## config.mk

```make
export PLATFORM = sky130hd
export DESIGN_NAME = delay_line_ctrl
export DESIGN_NICKNAME = d
export VERILOG_FILES = /design/src/rtl/delay_line_ctrl.sv
export SDC_FILE = /design/constraint.sdc
export NUM_CORES = 1
export LEC_CHECK = 0
export ABC_AREA = 0
export CAP_MARGIN = 10
export CORE_ASPECT_RATIO = 0.9
export CORE_MARGIN = 1.5
export CORE_UTILIZATION = 45
export CTS_BUF_LIST = sky130_fd_sc_hd__clkbuf_2 sky130_fd_sc_hd__clkbuf_4 sky130_fd_sc_hd__clkbuf_8
export DETAILED_ROUTE_END_ITERATION = 8
export PLACE_DENSITY = 0.64
export REMOVE_ABC_BUFFERS = 1
export SLEW_MARGIN = 20
export SYNTH_ARGS = -nofsm -noshare
export SYNTH_HDL_FRONTEND = slang
export SYNTH_SLANG_ARGS = --single-unit
```

## constraint.sdc

```tcl
create_clock -name clk_i -period 11.2 [get_ports clk_i]
set_input_delay 2.8 -clock clk_i [delete_from_list [all_inputs] [get_ports clk_i]]
set_output_delay 2.8 -clock clk_i [all_outputs]
set_load 0.03 [all_outputs]
```

## src/rtl/delay_line_ctrl.sv

```systemverilog
// Runtime-programmable pixel delay line: circular buffer with frame-aligned depth switching.
// Define DELAY_CTRL_TAP2_EN to add a second tap (data2_o/valid2_o) at depth+TAP2_OFFSET.
module delay_line_ctrl #(
    parameter int WIDTH         = 24,
    parameter int MAX_DEPTH     = 64,
    parameter int AW            = 6,
    parameter int DEFAULT_DEPTH = 40,
    parameter int TAP2_OFFSET   = 6
) (
    input  logic             clk_i,
    input  logic             rst_n_i,
    input  logic             en_i,
    input  logic [WIDTH-1:0] data_i,
    input  logic [AW:0]      cfg_depth_i,
    input  logic             cfg_load_i,
    input  logic             frame_start_i,
    input  logic             flush_i,
    output logic [WIDTH-1:0] data_o,
    output logic             valid_o,
    output logic [AW:0]      active_depth_o,
    output logic             pend_o,
    output logic             cfg_err_o
`ifdef DELAY_CTRL_TAP2_EN
    ,
    output logic [WIDTH-1:0] data2_o,
    output logic             valid2_o
`endif
);

    typedef enum logic {
        ST_RUN,
        ST_PEND
    } state_t;

    localparam logic [AW:0] D_ONE     = (AW+1)'(1);
    localparam logic [AW:0] MIN_DEPTH = (AW+1)'(2);
    localparam logic [AW:0] HIST_MAX  = (AW+1)'(MAX_DEPTH);
`ifdef DELAY_CTRL_TAP2_EN
    localparam logic [AW:0] MAX_CFG   = (AW+1)'(MAX_DEPTH - TAP2_OFFSET);
`else
    localparam logic [AW:0] MAX_CFG   = (AW+1)'(MAX_DEPTH);
`endif

    state_t           state;
    logic [WIDTH-1:0] mem [MAX_DEPTH];
    logic [AW-1:0]    wr_ptr;
    logic [AW-1:0]    rd_ptr;
    logic [AW:0]      hist_cnt;
    logic [AW:0]      pend_depth;
    logic             cfg_ok;

    assign cfg_ok = (cfg_depth_i >= MIN_DEPTH) && (cfg_depth_i <= MAX_CFG);
    // Registered read: reading D-1 behind the write pointer lands the sample D cycles later.
    assign rd_ptr = wr_ptr - AW'(active_depth_o - D_ONE);

    always_ff @(posedge clk_i) begin
        if (en_i) begin
            mem[wr_ptr] <= data_i;
        end
    end

    always_ff @(posedge clk_i or negedge rst_n_i) begin
        if (!rst_n_i) begin
            wr_ptr   <= '0;
            hist_cnt <= '0;
            data_o   <= '0;
            valid_o  <= 1'b0;
        end else begin
            if (en_i) begin
                wr_ptr  <= wr_ptr + AW'(1);
                data_o  <= mem[rd_ptr];
                valid_o <= (hist_cnt >= active_depth_o);
                if (hist_cnt != HIST_MAX) begin
                    hist_cnt <= hist_cnt + D_ONE;
                end
            end
            if (flush_i) begin
                hist_cnt <= '0;
                valid_o  <= 1'b0;
            end
        end
    end

`ifdef DELAY_CTRL_TAP2_EN
    logic [AW+1:0] depth2;
    logic [AW-1:0] rd2_ptr;

    assign depth2  = {1'b0, active_depth_o} + (AW+2)'(TAP2_OFFSET);
    assign rd2_ptr = wr_ptr - AW'(depth2 - (AW+2)'(1));

    always_ff @(posedge clk_i or negedge rst_n_i) begin
        if (!rst_n_i) begin
            data2_o  <= '0;
            valid2_o <= 1'b0;
        end else begin
            if (en_i) begin
                data2_o  <= mem[rd2_ptr];
                valid2_o <= ({1'b0, hist_cnt} >= depth2);
            end
            if (flush_i) begin
                valid2_o <= 1'b0;
            end
        end
    end
`else
    logic unused_tap2;
    assign unused_tap2 = ^TAP2_OFFSET;
`endif

    // A load in the same cycle as frame_start in PEND applies the old request and keeps the new one pending.
    always_ff @(posedge clk_i or negedge rst_n_i) begin
        if (!rst_n_i) begin
            state          <= ST_RUN;
            pend_depth     <= (AW+1)'(DEFAULT_DEPTH);
            active_depth_o <= (AW+1)'(DEFAULT_DEPTH);
            pend_o         <= 1'b0;
            cfg_err_o      <= 1'b0;
        end else begin
            cfg_err_o <= cfg_load_i && !cfg_ok;
            case (state)
                ST_RUN: begin
                    if (cfg_load_i && cfg_ok) begin
                        pend_depth <= cfg_depth_i;
                        state      <= ST_PEND;
                        pend_o     <= 1'b1;
                    end
                end
                ST_PEND: begin
                    if (frame_start_i) begin
                        active_depth_o <= pend_depth;
                    end
                    if (cfg_load_i && cfg_ok) begin
                        pend_depth <= cfg_depth_i;
                    end else if (frame_start_i) begin
                        state  <= ST_RUN;
                        pend_o <= 1'b0;
                    end
                end
                default: begin
                    state  <= ST_RUN;
                    pend_o <= 1'b0;
                end
            endcase
        end
    end

endmodule

```

# Word-level counts from Yosys, hierarchy flattened
# Memory sizes are Yosys's and may differ from the RTL's. A register that Yosys moved wholly into a read port is not among the register bits.
# Cells that the tools add are included.
# word_totals
output_inout_bits	34
reg_bits	31
wordCells	47
memories	1
mem_bits_rw	1536
# mem_list
memory	depth	word_bits	read_ports	rd_ports_with_merged_regs	write_ports	line	source
mem	64	24	1	1	1	45	logic [WIDTH-1:0] mem [MAX_DEPTH];
# op_classes
reduce_logical	10
eq_ne	4
n_addsub	4
bitwise	1
n_lt_le_gt_ge	3
muxes	16
# op_table
operator	n
7-bit 2-to-1 mux	4
1-bit 2-to-1 mux	10
7-bit by 1-bit adder with 7-bit output (second input constant)	1
7-bit by 2-bit >= comparator with 1-bit output (second input constant)	1
7-bit >= comparator	1
7-bit <= comparator (second input constant)	1
7-bit inequality test (second input constant)	1
6-bit by 1-bit adder with 6-bit output (second input constant)	1
2-bit inequality test (second input constant)	3
6-bit by 1-bit subtractor with 6-bit output (second input constant)	1
6-bit subtractor	1
1-bit case mux with 2 select lines	2
2-bit AND reduction	2
2-bit nonzero test	2
1-bit logical AND	3
3-bit AND reduction	1
1-bit zero test	2
1-bit inverter	1

# Longest topological paths before layout
# Gate-level depths: netlist of run 1.
# depth
word_depth	5
mapped_depth	16

# Least setup slack after synthesis of run 1
# Ideal clock, no wire load.
# synth_timing
path_type	input-to-reg
startpoint	in en_i
endpoint	mem mem[57][0] (enable)
arrival_ns	4.674
path_buffers	2
stages	4
setup_slack_ns	6.122
setup_ns	0.405
cell_sequence	clkbuf_1 > clkbuf_1 > nand3_1 > nor2_1
# synth_via
elab_chain_len	2
# synth_lines
item	line	source
start, declared	12	input logic en_i,
1-bit 2-to-1 mux	57	if (en_i) begin
1-bit 2-to-1 mux (implied by the code)	58	mem[wr_ptr] <= data_i;
end, declared	45	
# Every way passes these cells.

# Worst setup path in the final report of run 1
# layout_timing
startpoint	reg wr_ptr[1]
endpoint	reg data_o[9] (read register of mem)
# layout_via
elab_chain_len	1
# layout_lines
item	line	source
start, declared	46	logic [AW-1:0] wr_ptr;
start signal, assigned	70	wr_ptr <= wr_ptr + AW'(1);
6-bit subtractor	54	assign rd_ptr = wr_ptr - AW'(active_depth_o - D_ONE);
end, declared	18	output logic [WIDTH-1:0] data_o,
# Every way passes these cells.
# A chain may end at the register's enable or synchronous reset.

==> results summary, run 1 <==
The flow ran to the end, and the final reports show no timing, DRC or antenna violations. The number of max-cap violations came out at 0. From synthesis to final layout, the design area changed by 13.0%. The most critical setup path has its startpoint at wr_ptr[1]$_DFFE_PN0P_.

The setup slack of the critical path after layout is 5.38 ns. By area, the combinational part of the netlist is dominated by multiplexers. The number of iterations in the first detailed-routing pass is 6. The first global-routing pass estimated 218000 um of wire. The maximum count of clock buffers along a single path came out at 3. The cell sitting at the root of the clock tree is a clkbuf_8. STA classifies the critical path endpoint as a register. In this run the tool buffered the top-level ports with 70 buffer cells. The DRC violation total after the first TritonRoute iteration came out at 3425. The number of enable flip-flop cells after synthesis came out at 1536. The critical register-to-register path startpoint is wr_ptr[1]$_DFFE_PN0P_. The relative slew slack came out at 0.219. The overall die area came out at 138000 um2. The count of boundary I/O pins is 71. The die is 352 um tall. The post-synthesis share of cell area spent on xor and xnor gates is 0.00228. In the global route stage, overall resource usage came out at 0.223.

The number of global-route vias before repair is 30000. The number of nets in the layout came out at 3087. The library cell used most frequently in the layout, excluding fill and tap cells, is edfxtp_1. In this run the core area contains 127 standard-cell rows. The worst setup timing slack at the placement stage came out at 5.55 ns.

For this design, the slowest cell found on the critical path is fa_4. The global-route congestion overflow total is 0. A synthesized cell averages 22.1 um2. The arithmetic-cell share of the synthesized area counting full adders, half adders and majority gates is 0.00423.

The ratio of routed vias to standard cells came out at 5.93. The number of warnings printed during yosys synthesis came out at 0. The final clock period utilization by the worst path came out at 0.519. By area the synthesized netlist is led by edfxtp_1, mux4_2, dfrtp_1, a22oi_1, nor2_1. The complex-gate fraction of the synthesized area came out at 0.0275. Of all nets on the critical path, the largest fanout is 115. The clock transition time at the flip-flop clock pins of the worst setup and hold paths is 0.07 ns.

The number of buffers added for setup after CTS came out at 0. The simple-gate portion of the synthesized area is 0.0192. The proportion of synthesized flip-flops having asynchronous set or reset came out at 0.0346. The critical path is of the reg2reg type. In the synthesized netlist the dominant register cell turns out to be edfxtp_1.

The maximum clock frequency is 0.172 GHz. The initial standard-cell utilization of the core came out at 0.455. Traced cell by cell, the critical path runs through inv_1 -> ha_1 -> inv_1 -> ha_4 -> inv_1 -> fa_4 -> buf_4 -> buf_12 -> mux4_2 -> nand2_1 -> nand3_1 -> a31oi_1 -> nor3_1. The synthesized cell area came out at 60900 um2. The signal arrival time at the worst endpoint is 6.60 ns. The cell repeated most along the worst path is inv_1. The total number of vias came out at 29800. The final-report hold violation count came out at 0. The final design utilization came out at 0.515.

The share of post-route cells with drive strength above 1 is 0.315. The CTS tree is done. The type of the tightest min-delay check is reg2reg. The transition time at the pin with the least slew margin came out at 1.17 ns. After synthesis, the share of cell area in mux cells is 0.154. The minimum clock period after layout came out at 5.82 ns.

The number of hold-repair buffers added at the cts stage is 0. For the final database, setup skew stands at 0.0435 ns. Clock tree synthesis found a total of 1591 sinks. The count of pins over their slew limit is 0. The biggest cell delay along the critical path is 1.21 ns. The largest net degree at the start of global routing came out at 142.

The number of instances in the synthesized netlist came out at 2755. The share of Yosys cell area claimed by the top area cell type came out at 0.757. The total routed wirelength is 153000 um. Setup repair after global routing left no endpoint under its margin. The number of gates resized after CTS was 0. Once detail routing completed, the nets flagged for antenna violations numbered 0. The detailed placer's ending HPWL is 86000 um. The die outline width is 391 um. The number of antenna violations at the first check in global routing is 3.

After detailed routing, the number of remaining DRC violations is 0. Clock tree synthesis inserted a total of 232 buffers. The core region is 134000 um2. The type of origin of the critical path is a register. The clock tree synthesis step divided the H-tree into 4 levels. The required time of the worst setup path came out at 11.98 ns. The hold path startpoint is state$_DFF_PN0_. The share of the Yosys chip area taken by registers is 0.780. The most area-hungry cell type in the Yosys netlist is edfxtp_1. The flip-flop and latch count after synthesis is 1591. For the worst-skew pair, the clock arrives at the later sink with an insertion delay of 0.94 ns.

The number of setup violations in the final report came out at 0. The library cells used most frequently in the layout, excluding fill and tap cells, are edfxtp_1, mux4_2, clkbuf_8, buf_4, clkbuf_4. The placer congestion estimate came out at 0.943.

The average wire length per cell after detail routing came out at 30.4 um. The distinct cell type count after synthesis is 48.
critical path: cells and delay by family (launching register included):
family / cells / cell delay [ns]
AND/OR/NAND/NOR: 3 / 0.44
AO/OA/AOI/OAI: 1 / 0.67
multiplexers: 1 / 0.43
buffers and inverters: 5 / 1.79
flip-flops: 1 / 0.44
adder cells (fa/ha/maj): 3 / 1.63
cells by family after synthesis:
family | count (synthesis)
xor+xnor | 15
flops | 1591
buf+inv | 165
fa+ha+maj | 20
simple gates | 269
mux | 443
compound gates | 252
through the flow:
stage	area, um2	TNS, ns	hold slack (ns)	cells
floorplan	60200	-88.07	0.440	2607
global placement	64200	0	0.451	4601
detailed placement	64200	0	0.477	4601
CTS	68800	0	0.486	5030
global route	68900	0	0.505	5033
finish	68900	0	0.494	5035
cell usage after synthesis (3+ instances only):
cell	count
ha_1	19
nand2_1	82
mux2_2	14
dfrtp_1	51
buf_6	12
nor2b_1	4
mux4_2	392
a21oi_1	71
buf_4	15
and2_1	3
nor2_1	108
o41a_1	7
clkbuf_1	60
edfxtp_1	1536
xor2_1	5
xnor2_1	9
mux2i_1	37
nor4_1	16
o22ai_1	35
inv_1	17
nand3_1	30
buf_1	22
a31oi_1	6
nor3_1	7
a211oi_1	23
nand2b_1	4
buf_2	39
nand4_1	3
o21ai_0	7
dfstp_2	4
a21o_1	11
and3_1	3
a22oi_1	82
registers in the layout, indices dropped and copies added (netlist names):
| name | cells |
|---|---|
| cfg_err_o | 1 |
| hist_cnt | 7 |
| data_o | 24 |
| pend_depth | 7 |
| valid_o | 1 |
| wr_ptr | 6 |
| active_depth_o | 7 |
| pend_o | 1 |
| mem | 1536 |
| state | 1 |
final cells by class:
cell class              instances  area, um2
diodes                          4       10.0
clock buffers                 328       3950
clock inverters               101        682
fillers                     10500      64900
inverters                      17       63.8
multi-input cells             999      12800
flip-flops and latches       1591      47500
well taps                    1806       2260
repair buffers                189       1540
worst paths after layout:
path | end | slack [ns] | cells after the start
max | data_o[9]$_DFFE_PN0P_ | 5.38 | 13
min | pend_o$_DFFE_PN0P_ | 0.49 | 1
max reg2reg | data_o[9]$_DFFE_PN0P_ | 5.38 | 13
min reg2reg | pend_o$_DFFE_PN0P_ | 0.49 | 1
max in group asynchronous | data_o[14]$_DFFE_PN0P_ | 8.50 | 2
min in group asynchronous | hist_cnt[6]$_DFFE_PN0P_ | 2.05 | 2
layer usage:
layer	GRT usage	vias to the layer above	routed length, um
met5	0	-	0
met4	0.0639	0	3730
met3	0.0639	207	15900
met2	0.332	1498	70700
met1	0.321	16000	62600
li1	-	12200	-
Power of run 1 is not shown: default switching activity piles up to over one toggle a cycle in this logic, so the estimate is an artifact.
==> run 2, diff against run 1 <==
PLACE_DENSITY = 0.67   (was 0.64)
clock period = 5 ns   (was 11.2 ns; I/O delays follow)
==> results summary, run 2 (same netlist as run 1, synthesis figures left out) <==
The total routed wirelength is 154000 um. The number of setup buffers added after CTS is 0. After detailed routing, the average wire length per cell comes to 30.3 um. The number of nets in the layout is 3137.

The most common library cell in the layout ignoring fill and taps is edfxtp_1. More flip-flops sit in one register than any other, and that register is mem. The H-tree was split into 4 levels. The required time of the worst setup path came out at 5.84 ns. The master cell of the clock root buffer is clkbuf_8. The total number of vias came out at 30500. The capturing element type of the critical path is a register.

The ratio of routed vias to standard cells is 6.00. The clock passes through at most 3 buffers. In this run the remaining antenna-violating nets after routing total 0. The post-synthesis to final-layout area growth came out at 14.0%. TritonCTS built the clock tree. For the worst setup path, the data arrival time is 5.66 ns. The number of hold-repair buffers added at the cts stage came out at 0. The type of origin of the critical path is a register.

The final clock period utilization by the worst path is 0.963. The wire-length estimate of the detail-placed layout is 89000 um. Across every metal layer, demand over resource in global routing totals 0.226. The clock transition time at the flip-flop clock pins of the worst setup and hold paths came out at 0.06 ns. The critical path in this run is classified as reg2reg.

The overall die area came out at 138000 um2. The die outline width is 391 um. The post-route DRC violation count is 0. The relative slew slack is 0.307. Setup violations remaining at the end of the flow were counted as 0.

The number of iterations in the first detailed-routing pass came out at 5. The standard cell core area is 134000 um2. The tightest min-delay check is of the in2async type. The clock tree skew after final layout is 0.0452 ns. The global-route congestion overflow total is 0. For the pin with the worst max-slew slack, the measured transition is 1.04 ns. The initial utilization of the core area, before any placement, comes to 0.455. Setup repair after global routing left no endpoint under its margin. For this run, the top clock speed supported by timing is 0.208 GHz. The tool flagged a number of max-cap violations equal to 0. After floorplanning, the core was divided into 127 placement rows.

The vertical die dimension came out at 352 um. The setup check on the worst reg-to-reg path leaves a slack of 0.19 ns. The number of port buffers came out at 70.

The TritonCTS buffer count came out at 228. In the layout the commonest cells are edfxtp_1, mux4_2, clkbuf_8, buf_4, clkbuf_4. The first-pass GRT wire length came out at 221000 um. In the final layout, the share of cells above drive strength 1 is 0.324. The clock net sink count is 1591. The flow ran to the end, and the final reports show no timing, DRC or antenna violations. The count of pins over their slew limit is 0. The congestion estimate from routability-driven global placement came to 0.898. The largest registers in the layout are mem: 1536 flops, data_o: 24 flops. The count of boundary I/O pins came out at 71. The smallest clock period supported by the final layout is computed as 4.81 ns. The final-report hold violation count is 0.

Along the worst path, the maximum fanout reaches 19. The setup TNS came out at 0 ns. The clock latency reported for the late side of the worst-skew pair came out at 0.96 ns. The number of antenna violations at the first check in global routing is 7. The DRC violation total after the first TritonRoute iteration is 3588.

Entering global routing, the biggest net connects 71 pins. For this run, the share of the core covered by cells in the final layout is 0.519. The number of global-route vias before repair is 31000. The flip-flop count of the largest register after layout is 1536. The number of gates resized after CTS is 0.
run 2: changes by cell type in the layout (fill, tap and decap cells not counted), sizes merged:
cell / delta
inv: +3
diode: +1
buf: +54
clkinvlp: -1
clkbuf: -10
clkinv: +8
bufinv: +1
run 2: final cells by class:
type	count	area, um2
inverters	17	63.8
diodes	5	12.5
clock inverters	112	713
fillers	10300	64400
multi-input cells	999	12900
repair buffers	243	2150
flip-flops and latches	1591	47500
clock buffers	318	3860
well taps	1806	2260
run 2: routing by layer:
layer	track usage	up-vias	wire [um]
met3	0.0541	270	16500
met2	0.351	1783	73100
li1	-	12300	-
met5	0	-	13
met1	0.319	16200	60300
met4	0.0703	2	4170
run 2: path summary, 6_finish.rpt:
check                                 startpoint                       to  cells after the start
max                        wr_ptr[1]$_DFFE_PN0P_   data_o[20]$_DFFE_PN0P_                     14
min                                      rst_n_i  hist_cnt[2]$_DFFE_PN0P_                      1
max reg2reg                wr_ptr[1]$_DFFE_PN0P_   data_o[20]$_DFFE_PN0P_                     14
min reg2reg                      state$_DFF_PN0_       pend_o$_DFFE_PN0P_                      1
max in group asynchronous                rst_n_i    data_o[8]$_DFFE_PN0P_                      2
min in group clk_i               state$_DFF_PN0_       pend_o$_DFFE_PN0P_                      1
run 2: metrics by stage:
step	hold slack [ns]	worst slack, ns	area, um2	cells
2_1_floorplan	0.440	-9.91	60200	2607
3_3_place_gp	0.452	0.400	64800	4655
3_5_place_dp	0.475	0.363	64800	4655
4_1_cts	0.276	0.342	69400	5085
5_1_grt	0.345	0.0827	69400	5088
6_report	0.331	0.185	69400	5091
run 2: worst max-delay path, stage by stage, from the launching register on:
cell	delay, ns
dfrtp_1	0.44
inv_1	0.11
ha_1	0.30
inv_1	0.12
ha_4	0.14
inv_1	0.06
fa_4	0.55
xor2_2	0.43
and2_2	0.57
buf_4	0.44
buf_4	0.32
a22oi_1	0.10
a21oi_1	0.68
nor4_1	0.22
a21oi_1	0.21
Power of run 2 is left out for the same reason.
